[config.mk]
export PLATFORM = sky130hd
export DESIGN_NAME = id_ex_stage_flat
export DESIGN_NICKNAME = d
export VERILOG_FILES = /design/src/rtl/id_ex_stage_pkg.sv /design/src/rtl/id_ex_stage_if.sv /design/src/rtl/id_ex_stage_fwd_mux.sv /design/src/rtl/id_ex_stage.sv /design/src/flat_wrapper.sv
export SDC_FILE = /design/constraint.sdc
export NUM_CORES = 1
export LEC_CHECK = 0
export CAP_MARGIN = 15
export CORE_ASPECT_RATIO = 1.4
export CORE_MARGIN = 2
export CORE_UTILIZATION = 45
export CTS_CLUSTER_DIAMETER = 30
export DETAILED_ROUTE_END_ITERATION = 10
export DONT_BUFFER_PORTS = 1
export GPL_TIMING_DRIVEN = 1
export PLACE_DENSITY = 0.71
export SLEW_MARGIN = 20
export SYNTH_ARGS = -nofsm -noshare
export SYNTH_HDL_FRONTEND = slang
export SYNTH_SLANG_ARGS = --single-unit
[constraint.sdc]
create_clock -name clk -period 2.25 [get_ports clk]
set_input_delay 0.45 -clock clk [delete_from_list [all_inputs] [get_ports clk]]
set_output_delay 0.45 -clock clk [all_outputs]
set_load 0.01 [all_outputs]
[src/rtl/id_ex_stage_pkg.sv]
// Shared widths, writeback-select encodings and the EX register layout for the ID/EX stage.
// Bubble constant and the bypass hit rule live here so the stage and the forward muxes agree.
package id_ex_stage_pkg;
    localparam int XLEN = 32;
    localparam int AOPW = 4;
    localparam logic [XLEN-1:0] RST_PC = '0;

    typedef enum logic [1:0] {
        WD_ALU = 2'd0,
        WD_MEM = 2'd1,
        WD_PC4 = 2'd2,
        WD_IMM = 2'd3
    } wd_sel_e;

    typedef struct packed {
        logic            valid;
        logic [XLEN-1:0] pc;
        logic [XLEN-1:0] imm;
        logic [4:0]      rR1;
        logic [4:0]      rR2;
        logic [XLEN-1:0] op1;
        logic [XLEN-1:0] op2;
        logic [4:0]      wR;
        logic            rf_we;
        logic            mem_re;
        logic            mem_we;
        logic [AOPW-1:0] alu_op;
        wd_sel_e         wd_sel;
    } ex_reg_t;

    localparam ex_reg_t EX_BUBBLE = '{
        valid: 1'b0, pc: RST_PC, imm: '0, rR1: '0, rR2: '0, op1: '0, op2: '0,
        wR: '0, rf_we: 1'b0, mem_re: 1'b0, mem_we: 1'b0, alu_op: '0, wd_sel: WD_ALU
    };

    // x0 is hardwired, so a write "to" it never counts as a producer.
    function automatic logic reg_hit(input logic we, input logic [4:0] wR, input logic [4:0] rR);
        return we && (wR == rR) && (rR != 5'd0);
    endfunction
endpackage

[src/rtl/id_ex_stage_if.sv]
// ID/EX stage bundle: decoded ID fields, MEM/WB result taps, redirect/hold controls and EX outputs.
// master = surrounding pipeline, slave = the ID/EX stage.
interface id_ex_stage_if;
    import id_ex_stage_pkg::*;

    logic            id_valid;
    logic [XLEN-1:0] id_pc;
    logic [4:0]      id_rR1;
    logic [4:0]      id_rR2;
    logic            id_rs1_used;
    logic            id_rs2_used;
    logic [XLEN-1:0] id_rD1;
    logic [XLEN-1:0] id_rD2;
    logic [XLEN-1:0] id_imm;
    logic [4:0]      id_wR;
    logic            id_rf_we;
    logic [AOPW-1:0] id_alu_op;
    logic            id_mem_re;
    logic            id_mem_we;
    logic [1:0]      id_wd_sel;

    logic            mem_we;
    logic [4:0]      mem_wR;
    logic [XLEN-1:0] mem_wD;
    logic            wb_we;
    logic [4:0]      wb_wR;
    logic [XLEN-1:0] wb_wD;

    logic            flush;
    logic            ex_hold;
    logic            stall_id;

    logic            ex_valid;
    logic [XLEN-1:0] ex_pc;
    logic [XLEN-1:0] ex_imm;
    logic [XLEN-1:0] ex_op1;
    logic [XLEN-1:0] ex_op2;
    logic [4:0]      ex_wR;
    logic            ex_rf_we;
    logic            ex_mem_re;
    logic            ex_mem_we;
    logic [AOPW-1:0] ex_alu_op;
    logic [1:0]      ex_wd_sel;

    modport master (
        output id_valid, id_pc, id_rR1, id_rR2, id_rs1_used, id_rs2_used, id_rD1, id_rD2,
               id_imm, id_wR, id_rf_we, id_alu_op, id_mem_re, id_mem_we, id_wd_sel,
               mem_we, mem_wR, mem_wD, wb_we, wb_wR, wb_wD, flush, ex_hold,
        input  stall_id, ex_valid, ex_pc, ex_imm, ex_op1, ex_op2, ex_wR, ex_rf_we,
               ex_mem_re, ex_mem_we, ex_alu_op, ex_wd_sel
    );

    modport slave (
        input  id_valid, id_pc, id_rR1, id_rR2, id_rs1_used, id_rs2_used, id_rD1, id_rD2,
               id_imm, id_wR, id_rf_we, id_alu_op, id_mem_re, id_mem_we, id_wd_sel,
               mem_we, mem_wR, mem_wD, wb_we, wb_wR, wb_wD, flush, ex_hold,
        output stall_id, ex_valid, ex_pc, ex_imm, ex_op1, ex_op2, ex_wR, ex_rf_we,
               ex_mem_re, ex_mem_we, ex_alu_op, ex_wd_sel
    );
endinterface

[src/rtl/id_ex_stage_fwd_mux.sv]
// Operand bypass for one EX source: MEM result beats WB result beats the latched value; x0 reads 0.
// Purely combinational, zero latency, no backpressure.
module id_ex_stage_fwd_mux
    import id_ex_stage_pkg::*;
(
    input  logic [4:0]      rR_i,
    input  logic [XLEN-1:0] lat_i,
    input  logic            mem_we_i,
    input  logic [4:0]      mem_wR_i,
    input  logic [XLEN-1:0] mem_wD_i,
    input  logic            wb_we_i,
    input  logic [4:0]      wb_wR_i,
    input  logic [XLEN-1:0] wb_wD_i,
    output logic [XLEN-1:0] op_o
);
    always_comb begin
        op_o = lat_i;
        if (rR_i == 5'd0) begin
            op_o = '0;
        end else if (reg_hit(mem_we_i, mem_wR_i, rR_i)) begin
            op_o = mem_wD_i;
        end else if (reg_hit(wb_we_i, wb_wR_i, rR_i)) begin
            op_o = wb_wD_i;
        end
    end
endmodule

[src/rtl/id_ex_stage.sv]
// ID/EX pipeline register with MEM/WB operand forwarding and load-use stall; 1 cycle ID->EX.
// Backpressure: ex_hold freezes EX (operands keep refreshing) and raises stall_id; flush overrides both.
module id_ex_stage
    import id_ex_stage_pkg::*;
(
    input  logic         clk,
    input  logic         rst_n,
    id_ex_stage_if.slave bus
);
    ex_reg_t         ex_q;
    ex_reg_t         ex_d;
    logic [XLEN-1:0] op1;
    logic [XLEN-1:0] op2;
    logic            lu;

    id_ex_stage_fwd_mux u_fwd1 (
        .rR_i     (ex_q.rR1),
        .lat_i    (ex_q.op1),
        .mem_we_i (bus.mem_we),
        .mem_wR_i (bus.mem_wR),
        .mem_wD_i (bus.mem_wD),
        .wb_we_i  (bus.wb_we),
        .wb_wR_i  (bus.wb_wR),
        .wb_wD_i  (bus.wb_wD),
        .op_o     (op1)
    );

    id_ex_stage_fwd_mux u_fwd2 (
        .rR_i     (ex_q.rR2),
        .lat_i    (ex_q.op2),
        .mem_we_i (bus.mem_we),
        .mem_wR_i (bus.mem_wR),
        .mem_wD_i (bus.mem_wD),
        .wb_we_i  (bus.wb_we),
        .wb_wR_i  (bus.wb_wR),
        .wb_wD_i  (bus.wb_wD),
        .op_o     (op2)
    );

    assign lu = ex_q.valid & ex_q.mem_re & ex_q.rf_we & (ex_q.wR != 5'd0) & bus.id_valid &
                ((bus.id_rs1_used & (bus.id_rR1 == ex_q.wR)) |
                 (bus.id_rs2_used & (bus.id_rR2 == ex_q.wR)));

    // rst_n gates the stall so ID is released the instant reset asserts, clock or not.
    assign bus.stall_id = rst_n & (lu | bus.ex_hold) & ~bus.flush;

    always_comb begin
        ex_d = ex_q;
        if (bus.flush) begin
            ex_d = EX_BUBBLE;
        end else if (bus.ex_hold) begin
            ex_d.op1 = op1;
            ex_d.op2 = op2;
        end else if (lu) begin
            ex_d = EX_BUBBLE;
        end else begin
            ex_d.valid  = bus.id_valid;
            ex_d.pc     = bus.id_pc;
            ex_d.imm    = bus.id_imm;
            ex_d.rR1    = bus.id_rR1;
            ex_d.rR2    = bus.id_rR2;
            ex_d.wR     = bus.id_wR;
            ex_d.rf_we  = bus.id_valid & bus.id_rf_we;
            ex_d.mem_re = bus.id_valid & bus.id_mem_re;
            ex_d.mem_we = bus.id_valid & bus.id_mem_we;
            ex_d.alu_op = bus.id_alu_op;
            ex_d.wd_sel = wd_sel_e'(bus.id_wd_sel);
            // The rf write on this same edge is not yet visible in rD, so take it from WB directly.
            ex_d.op1    = reg_hit(bus.wb_we, bus.wb_wR, bus.id_rR1) ? bus.wb_wD : bus.id_rD1;
            ex_d.op2    = reg_hit(bus.wb_we, bus.wb_wR, bus.id_rR2) ? bus.wb_wD : bus.id_rD2;
        end
    end

    always_ff @(posedge clk or negedge rst_n) begin
        if (!rst_n) begin
            ex_q <= EX_BUBBLE;
        end else begin
            ex_q <= ex_d;
        end
    end

    assign bus.ex_valid  = ex_q.valid;
    assign bus.ex_pc     = ex_q.pc;
    assign bus.ex_imm    = ex_q.imm;
    assign bus.ex_op1    = op1;
    assign bus.ex_op2    = op2;
    assign bus.ex_wR     = ex_q.wR;
    assign bus.ex_rf_we  = ex_q.rf_we;
    assign bus.ex_mem_re = ex_q.mem_re;
    assign bus.ex_mem_we = ex_q.mem_we;
    assign bus.ex_alu_op = ex_q.alu_op;
    assign bus.ex_wd_sel = ex_q.wd_sel;
endmodule

[src/flat_wrapper.sv]
// flat-port wrapper written by rule: the top's interface ports become plain ports
module id_ex_stage_flat import id_ex_stage_pkg::*;
  (clk, rst_n, bus_id_valid, bus_id_pc, bus_id_rR1, bus_id_rR2, bus_id_rs1_used, bus_id_rs2_used, bus_id_rD1, bus_id_rD2, bus_id_imm, bus_id_wR, bus_id_rf_we, bus_id_alu_op, bus_id_mem_re, bus_id_mem_we, bus_id_wd_sel, bus_mem_we, bus_mem_wR, bus_mem_wD, bus_wb_we, bus_wb_wR, bus_wb_wD, bus_flush, bus_ex_hold, bus_stall_id, bus_ex_valid, bus_ex_pc, bus_ex_imm, bus_ex_op1, bus_ex_op2, bus_ex_wR, bus_ex_rf_we, bus_ex_mem_re, bus_ex_mem_we, bus_ex_alu_op, bus_ex_wd_sel);
  id_ex_stage_if bus_i ();
  input  logic clk;
  input  logic rst_n;
  input wire logic [$bits(bus_i.id_valid)-1:0] bus_id_valid;
  input wire logic [$bits(bus_i.id_pc)-1:0] bus_id_pc;
  input wire logic [$bits(bus_i.id_rR1)-1:0] bus_id_rR1;
  input wire logic [$bits(bus_i.id_rR2)-1:0] bus_id_rR2;
  input wire logic [$bits(bus_i.id_rs1_used)-1:0] bus_id_rs1_used;
  input wire logic [$bits(bus_i.id_rs2_used)-1:0] bus_id_rs2_used;
  input wire logic [$bits(bus_i.id_rD1)-1:0] bus_id_rD1;
  input wire logic [$bits(bus_i.id_rD2)-1:0] bus_id_rD2;
  input wire logic [$bits(bus_i.id_imm)-1:0] bus_id_imm;
  input wire logic [$bits(bus_i.id_wR)-1:0] bus_id_wR;
  input wire logic [$bits(bus_i.id_rf_we)-1:0] bus_id_rf_we;
  input wire logic [$bits(bus_i.id_alu_op)-1:0] bus_id_alu_op;
  input wire logic [$bits(bus_i.id_mem_re)-1:0] bus_id_mem_re;
  input wire logic [$bits(bus_i.id_mem_we)-1:0] bus_id_mem_we;
  input wire logic [$bits(bus_i.id_wd_sel)-1:0] bus_id_wd_sel;
  input wire logic [$bits(bus_i.mem_we)-1:0] bus_mem_we;
  input wire logic [$bits(bus_i.mem_wR)-1:0] bus_mem_wR;
  input wire logic [$bits(bus_i.mem_wD)-1:0] bus_mem_wD;
  input wire logic [$bits(bus_i.wb_we)-1:0] bus_wb_we;
  input wire logic [$bits(bus_i.wb_wR)-1:0] bus_wb_wR;
  input wire logic [$bits(bus_i.wb_wD)-1:0] bus_wb_wD;
  input wire logic [$bits(bus_i.flush)-1:0] bus_flush;
  input wire logic [$bits(bus_i.ex_hold)-1:0] bus_ex_hold;
  output wire logic [$bits(bus_i.stall_id)-1:0] bus_stall_id;
  output wire logic [$bits(bus_i.ex_valid)-1:0] bus_ex_valid;
  output wire logic [$bits(bus_i.ex_pc)-1:0] bus_ex_pc;
  output wire logic [$bits(bus_i.ex_imm)-1:0] bus_ex_imm;
  output wire logic [$bits(bus_i.ex_op1)-1:0] bus_ex_op1;
  output wire logic [$bits(bus_i.ex_op2)-1:0] bus_ex_op2;
  output wire logic [$bits(bus_i.ex_wR)-1:0] bus_ex_wR;
  output wire logic [$bits(bus_i.ex_rf_we)-1:0] bus_ex_rf_we;
  output wire logic [$bits(bus_i.ex_mem_re)-1:0] bus_ex_mem_re;
  output wire logic [$bits(bus_i.ex_mem_we)-1:0] bus_ex_mem_we;
  output wire logic [$bits(bus_i.ex_alu_op)-1:0] bus_ex_alu_op;
  output wire logic [$bits(bus_i.ex_wd_sel)-1:0] bus_ex_wd_sel;
  assign bus_i.id_valid = bus_id_valid;
  assign bus_i.id_pc = bus_id_pc;
  assign bus_i.id_rR1 = bus_id_rR1;
  assign bus_i.id_rR2 = bus_id_rR2;
  assign bus_i.id_rs1_used = bus_id_rs1_used;
  assign bus_i.id_rs2_used = bus_id_rs2_used;
  assign bus_i.id_rD1 = bus_id_rD1;
  assign bus_i.id_rD2 = bus_id_rD2;
  assign bus_i.id_imm = bus_id_imm;
  assign bus_i.id_wR = bus_id_wR;
  assign bus_i.id_rf_we = bus_id_rf_we;
  assign bus_i.id_alu_op = bus_id_alu_op;
  assign bus_i.id_mem_re = bus_id_mem_re;
  assign bus_i.id_mem_we = bus_id_mem_we;
  assign bus_i.id_wd_sel = bus_id_wd_sel;
  assign bus_i.mem_we = bus_mem_we;
  assign bus_i.mem_wR = bus_mem_wR;
  assign bus_i.mem_wD = bus_mem_wD;
  assign bus_i.wb_we = bus_wb_we;
  assign bus_i.wb_wR = bus_wb_wR;
  assign bus_i.wb_wD = bus_wb_wD;
  assign bus_i.flush = bus_flush;
  assign bus_i.ex_hold = bus_ex_hold;
  assign bus_stall_id = bus_i.stall_id;
  assign bus_ex_valid = bus_i.ex_valid;
  assign bus_ex_pc = bus_i.ex_pc;
  assign bus_ex_imm = bus_i.ex_imm;
  assign bus_ex_op1 = bus_i.ex_op1;
  assign bus_ex_op2 = bus_i.ex_op2;
  assign bus_ex_wR = bus_i.ex_wR;
  assign bus_ex_rf_we = bus_i.ex_rf_we;
  assign bus_ex_mem_re = bus_i.ex_mem_re;
  assign bus_ex_mem_we = bus_i.ex_mem_we;
  assign bus_ex_alu_op = bus_i.ex_alu_op;
  assign bus_ex_wd_sel = bus_i.ex_wd_sel;
  id_ex_stage u_core (.clk(clk), .rst_n(rst_n), .bus(bus_i));
endmodule
==> flow_metrics.py, run 1 <==
metrics = {
    "run_status": {
        "status": "finished with violations",
        "violations": "negative hold slack, negative setup slack",
    },
    "cts": {
        "htreeDepth": 4,
        "clockBufferDepth": 2,
        "cts.clk_slew.worst_paths_ns": 0.06,
        "cts_buffers": 17,
        "clock_sinks": 153,
        "cts.root.buffer_cell": "clkbuf_16",
        "cts_tree": "built",
        "clk-insertion-delay-late_ns": 0.44,
    },
    "setup_path": {
        "path_cells": "xnor2_1 > nand4_1 > or4_4 > buf_6 > buf_16 > a221oi_4 > nor2_2",
        "r2r-end": "u_core.ex_q[66]",
        "ff2ff_setup_slack_ns": -0.23,
        "crit_path_start_kind": "flop",
        "crit_required_ns": 1.80,
        "cp.arrival_ns": 2.55,
        "crit_fanout": 8,
        "r2r-start": "u_core.ex_q[86]",
        "cp-end-kind": "primary output",
        "max_stage_delay_ns": 0.53,
        "rr_worst_depth": 9,
        "crit_type": "flop to primary output",
        "crit_slowest_cell": "or4_4",
    },
    "detailed_routing": {
        "drtPass1Iterations": 7,
        "wire_per_inst_um": 32.4,
        "routed_via_density": 7.13,
        "drc": 0,
        "antenna_left": 0,
        "wl_mm": 41.3,
        "num_vias": 9096,
        "drt_iter0_drc": 1061,
    },
    "cells_and_area": {
        "final_core_util_pct": 63.1,
        "nFillCells": 1511,
        "nets": 1236,
        "final_area_um2": 13400,
        "drive_gt1_share_pct": 50.9,
        "synthToLayoutAreaGrowth_pct": 37.4,
        "stdcell_count": 1275,
    },
    "floorplanning": {
        "ios": 379,
        "start_util_pct": 45.9,
        "core_um2": 21200,
        "die_h_um": 178,
        "num_rows": 63,
        "dieArea_um2": 22900,
        "die_w_um": 128,
    },
    "logic_synthesis": {
        "synth_ff_type": "dfrtp_1",
        "synthXorXnorAreaFrac_pct": 3.42,
        "synth_nets": 1208,
        "synthSimpleGateAreaFrac_pct": 8.85,
        "synth_top_area_cell": "dfrtp_1",
        "synthMuxAreaShare_pct": 7.40,
        "ys_types": 32,
        "async_reset_ff_share_pct": 100,
        "ys_seq_area_share_pct": 39.3,
        "yosys_warnings": 0,
        "synth_top_family_by_area": "compound AO/OA/AOI/OAI gates",
        "ys_seq_elements": 153,
        "synth_edf_count": 0,
        "post-synth-top-count-cell": "dfrtp_1",
        "synth_compound_area_share_pct": 30.4,
        "synth_area_um2": 9740,
        "synth_area_per_cell_um2": 10.0,
        "syn_inst": 973,
        "ys_top_cells_by_area": "dfrtp_1 39%, a221oi_2 9.2%, a22o_1 7.7%",
        "synth-adder-area-share_pct": 0,
        "synth_top_cell_area_share_pct": 39.3,
        "synth_common_cells": "153 x dfrtp_1, 135 x nor2_1, 128 x o21ai_0",
    },
    "timing": {
        "post-route-period-util_pct": 133,
        "skew_ns": 0.00846,
        "worst_slew_pin_slew_ns": 0.783,
        "hold-worst-slack_ns": -0.297,
        "slew_violations": 0,
        "finalSetupViolCount": 115,
        "fmax_mhz": 333,
        "relSlewSlack_pct": 47.7,
        "fin_crit_ns": 3.00,
        "tns_ns": -49.21,
        "fin_ws_ns": -0.751,
        "rsz0062_at_grt": "true",
        "hold_viol": 153,
    },
    "place": {
        "dpl.hpwl_mm": 21.0,
        "place_area_um2": 9960,
        "port_buffers": 0,
        "globalplace.congestion": 0.869,
        "dp_cells": 1159,
        "post-place-ws_ns": -0.424,
    },
    "flow_run": {
        "maxCapViolCount": 0,
    },
    "worst_hold_path": {
        "worst_hold_path_type": "primary input to asynchronous set/reset pin",
    },
    "power_and_ir_drop": {
        "p_leak_nw": 5.12,
        "ir_worst_vdd_v": 0.000572,
        "p_per_area_nw_per_um2": 586,
        "power_mw": 7.84,
    },
    "global_routing": {
        "grt_pass1_vias": 8861,
        "antenna_found_initial": 3,
        "grt_usage_pct": 31.0,
        "grt-ovfl-total": 0,
        "grt_pass1_wl_mm": 52.5,
        "grt_start_max_net_pins": 155,
    },
}
## kinds of logic (layout without fill, tap and decap cells)
| group | after synthesis | in the layout |
|---|---|---|
| AOI/OAI and AO/OA | 351 | 351 |
| xor gates and xnor gates | 38 | 38 |
| muxes | 64 | 64 |
| other | 0 | 1 |
| DFF | 153 | 153 |
| and+or+nand+nor | 201 | 205 |
| buffers and inverters | 166 | 203 |
## cell type report
cell class / instances / area [µm²] / area share (%)
Antenna cell: 1 / 2.50 / 0.0187
Clock buffer: 19 / 453 / 3.39
Clock inverter: 13 / 131 / 0.982
Inverter: 1 / 3.75 / 0.0281
Multi-Input combinational cell: 658 / 6520 / 48.7
Sequential cell: 153 / 3840 / 28.7
Tap cell: 260 / 325 / 2.43
Timing Repair Buffer: 170 / 2100 / 15.7
## placed cells by master, fill, tap and decap left out, types with 3 or more instances in the layout
cell and count:
o21ai_4 13, o21ai_0 45, o2bb2ai_1 32, o2bb2ai_2 31
buf_16 12, mux2_2 64, nand2_1 36, a32o_1 3
and2_1 3, a22o_1 86, o21ai_2 42, nor2_1 74
nand4_1 7, clkbuf_16 25, inv_6 7, nor2_4 9
or4_4 4, buf_6 33, buf_8 3, buf_12 24
a221oi_4 64, nor2_2 56, a21oi_1 3, o21ai_1 28
xnor2_2 6, dfrtp_1 145, buf_4 90, xnor2_1 28
dfrtp_2 8
## report_power, final
group | switching, mW | internal [mW] | total, mW | leakage, nW
registers | 0.183 | 2.91 | 3.09 | 2.03
clock network | 1.28 | 1.61 | 2.89 | 0.284
logic | 0.982 | 0.876 | 1.86 | 2.80
## per-layer routing
metal | part of all wire (%) | global-route usage (%) | routed length, µm
met5 | 0.027 | 0 | 11
met3 | 11 | 10.4 | 4690
met4 | 9.2 | 23.7 | 3790
met2 | 48 | 51.4 | 19800
met1 | 32 | 32.3 | 13000
## worst max-delay path, delay by kind of cell (launching register included)
| family | cells | cell delay (ns) |
|---|---|---|
| AND/OR/NAND/NOR | 3 | 0.79 |
| buffers and inverters | 2 | 0.33 |
| AO/OA/AOI/OAI | 1 | 0.35 |
| XOR/XNOR | 1 | 0.19 |
| flip-flops | 1 | 0.44 |
## flip-flops by register name (all words and copies together), names as in the netlist, 2 cells and up
name                  flops
u_core.bus.ex_wd_sel      2
u_core.bus.ex_alu_op      4
u_core.bus.ex_wR          5
u_core.ex_q              74
u_core.bus.ex_pc         32
u_core.bus.ex_imm        32
## how the worst max path moves through the flow
stage | startpoint | cells after the start | slack (ns) | end
2_1_floorplan | bus_wb_wR[3] | 8 | -0.06 | bus_ex_op1[22]
3_3_place_gp | bus_wb_wR[0] | 6 | -0.43 | bus_ex_op2[4]
4_1_cts | u_core.ex_q[84] | 8 | -0.69 | bus_ex_op1[29]
6_report | u_core.ex_q[83] | 7 | -0.75 | bus_ex_op1[3]
5_1_grt | u_core.ex_q[86] | 9 | -0.82 | bus_ex_op1[27]
3_5_place_dp | bus_wb_wR[3] | 6 | -0.42 | bus_ex_op2[10]
## what timing repair did
item	CTS	global route
setup endpoints to repair	107	124
gates resized for setup	204	211
hold endpoints to repair	153	153
pin swaps	83	89
setup buffers	35	35
cloned	17	11
No activity file was read; power rests on OpenSTA's default activity.
==> run 2: changes to the inputs <==
--- a/config.mk
+++ b/config.mk
@@ -7,7 +7,6 @@
 export LEC_CHECK = 0
 export CAP_MARGIN = 15
 export CORE_ASPECT_RATIO = 1.4
-export CORE_MARGIN = 2
 export CORE_UTILIZATION = 45
 export CTS_CLUSTER_DIAMETER = 30
 export DETAILED_ROUTE_END_ITERATION = 10
==> run 2 against run 1 <==
  * The flow still finishes with violations (negative hold slack, negative setup slack)
  * Routed wire length shrank 15%
  * Fmax is 1.9% higher
  * Combinational power is 12% lower
  * Core utilization decreased by 3.3 points
  * Sequential power about the same
  * Highest routed layer unchanged
==> flow_metrics.py, run 2 (synthesis results as in run 1) <==
metrics = {
    "run_status": {
        "status": "finished with violations",
        "violations": "negative hold slack, negative setup slack",
    },
    "detailed_routing": {
        "met2_wirelength_mm": 17.6,
        "antenna_left": 0,
        "highest_layer": "met5",
        "drc": 0,
        "num_vias": 8649,
        "drt_iter0_drc": 813,
        "dr_wl_met3_mm": 3.36,
        "wire_per_inst_um": 27.8,
        "wl_mm": 35.1,
        "drtPass1Iterations": 5,
        "routed_via_density": 6.85,
        "met1_length_mm": 11.8,
    },
    "timing": {
        "relSlewSlack_pct": 63.4,
        "worst_slew_pin_slew_ns": 0.547,
        "fin_ws_ns": -0.696,
        "fin_crit_ns": 2.95,
        "slew_violations": 0,
        "hold-worst-slack_ns": -0.298,
        "rsz0062_at_grt": "true",
        "skew_ns": 0.00755,
        "post-route-period-util_pct": 131,
        "fmax_mhz": 339,
        "finalSetupViolCount": 79,
        "hold_viol": 153,
        "tns_ns": -41.07,
    },
    "setup_path": {
        "crit_type": "flop to primary output",
        "crit_path_start_kind": "flop",
        "ff2ff_setup_slack_ns": -0.09,
        "cp-end-kind": "primary output",
        "cp.arrival_ns": 2.50,
        "crit_required_ns": 1.80,
        "crit_fanout": 8,
    },
    "global_routing": {
        "grt_usage_pct": 29.4,
        "grt_start_max_net_pins": 155,
        "grt-ovfl-total": 0,
        "grt_pass1_wl_mm": 48.8,
        "grt_pass1_vias": 8565,
        "antenna_found_initial": 3,
    },
    "cts": {
        "cts.clk_slew.worst_paths_ns": 0.07,
        "clock_sinks": 153,
        "clk-insertion-delay-late_ns": 0.44,
        "cts.root.buffer_cell": "clkbuf_16",
        "cts_buffers": 17,
        "clockBufferDepth": 2,
        "htreeDepth": 4,
        "cts_tree": "built",
    },
    "floorplanning": {
        "dieArea_um2": 22200,
        "start_util_pct": 45.9,
        "die_h_um": 176,
        "die_w_um": 126,
        "core_um2": 21200,
        "num_rows": 63,
        "ios": 379,
    },
    "cells_and_area": {
        "nets": 1223,
        "nFillCells": 1624,
        "drive_gt1_share_pct": 45.4,
        "synthToLayoutAreaGrowth_pct": 30.1,
        "final_cell_mix": "144 x dfrtp_1, 86 x a22o_1, 85 x buf_4, 75 x nor2_1, 72 x o21ai_0",
        "layout_commonest_cell": "dfrtp_1",
        "stdcell_count": 1262,
        "largest_reg_flops": 74,
        "final_core_util_pct": 59.8,
        "multi_input_area_um2": 6140,
        "seqCellArea_um2": 3840,
        "largest-register": "u_core.ex_q",
    },
    "place": {
        "dp_cells": 1173,
        "port_buffers": 0,
        "dpl.hpwl_mm": 21.1,
        "globalplace.congestion": 0.890,
    },
    "flow_run": {
        "maxCapViolCount": 0,
    },
    "power_and_ir_drop": {
        "p_per_area_nw_per_um2": 602,
        "ir_worst_vdd_v": 0.000515,
        "power_mw": 7.64,
        "p_leak_nw": 4.88,
    },
    "worst_hold_path": {
        "worst_hold_path_type": "primary input to asynchronous set/reset pin",
    },
}
[run 2: cell count changes in the layout (fill, tap and decap cells not counted), sizes merged]
| cell | change |
|---|---|
| buf | -7 |
| clkbuf | -7 |
| clkinv | -2 |
| inv | +4 |
| nor2 | -1 |
[run 2: worst paths after layout]
check,start,to,cells past startpoint
min reg2reg,u_core.bus.ex_imm[25],u_core.bus.ex_imm[25],1
max reg2reg,u_core.ex_q[84],u_core.ex_q[73],9
max in group asynchronous,rst_n,u_core.ex_q[70],0
max,u_core.ex_q[81],bus_ex_op2[7],7
min in group clk,bus_id_imm[21],u_core.bus.ex_imm[21],1
min,rst_n,u_core.bus.ex_pc[18],0
[run 2: what timing repair did]
item | CTS | global route
resized for setup | 191 | 127
buffers inserted | 30 | 23
cloned | 10 | 5
hold endpoints to repair | 153 | 153
endpoints found under the setup margin | 109 | 109
pin swaps | 52 | 76
[run 2: critical path, stage by stage, from the launching register on]
cell      delay, ns
dfrtp_1        0.44
xnor2_1        0.19
nand4_1        0.12
or4_4          0.55
buf_12         0.21
a221oi_4       0.29
nor2_2         0.09
buf_4          0.15
[run 2: metal layers]
| layer | up-vias | global-route usage (%) |
|---|---|---|
| met5 | - | 0 |
| met4 | 4 | 20.2 |
| met3 | 213 | 10.4 |
| met2 | 704 | 50.3 |
| met1 | 4144 | 29.9 |
| li1 | 3584 | - |
[run 2: cell type report]
type / instances / share of cell area [%]
Multi-Input combinational cell: 657 / 48.4
Timing Repair Buffer: 158 / 14.0
Sequential cell: 153 / 30.3
Antenna cell: 1 / 0.0197
Tap cell: 260 / 2.57
Clock buffer: 17 / 3.36
Inverter: 1 / 0.0296
Clock inverter: 15 / 1.30
[run 2: per-stage QoR]
step / instance area (µm²) / worst slack, ns
2_1_floorplan: 9770 / -0.0636
3_3_place_gp: 10100 / -0.617
3_5_place_dp: 10100 / -0.619
4_1_cts: 12000 / -0.678
5_1_grt: 12700 / -0.778
6_report: 12700 / -0.696
[run 2: where the power goes]
group          leakage (nW)  internal [mW]  switching, mW  total [mW]
Combinational          2.57          0.788          0.848        1.64
Clock                 0.287           1.59           1.33        2.91
Sequential             2.03           2.91          0.181        3.09
Total                  4.88           5.28           2.35        7.64
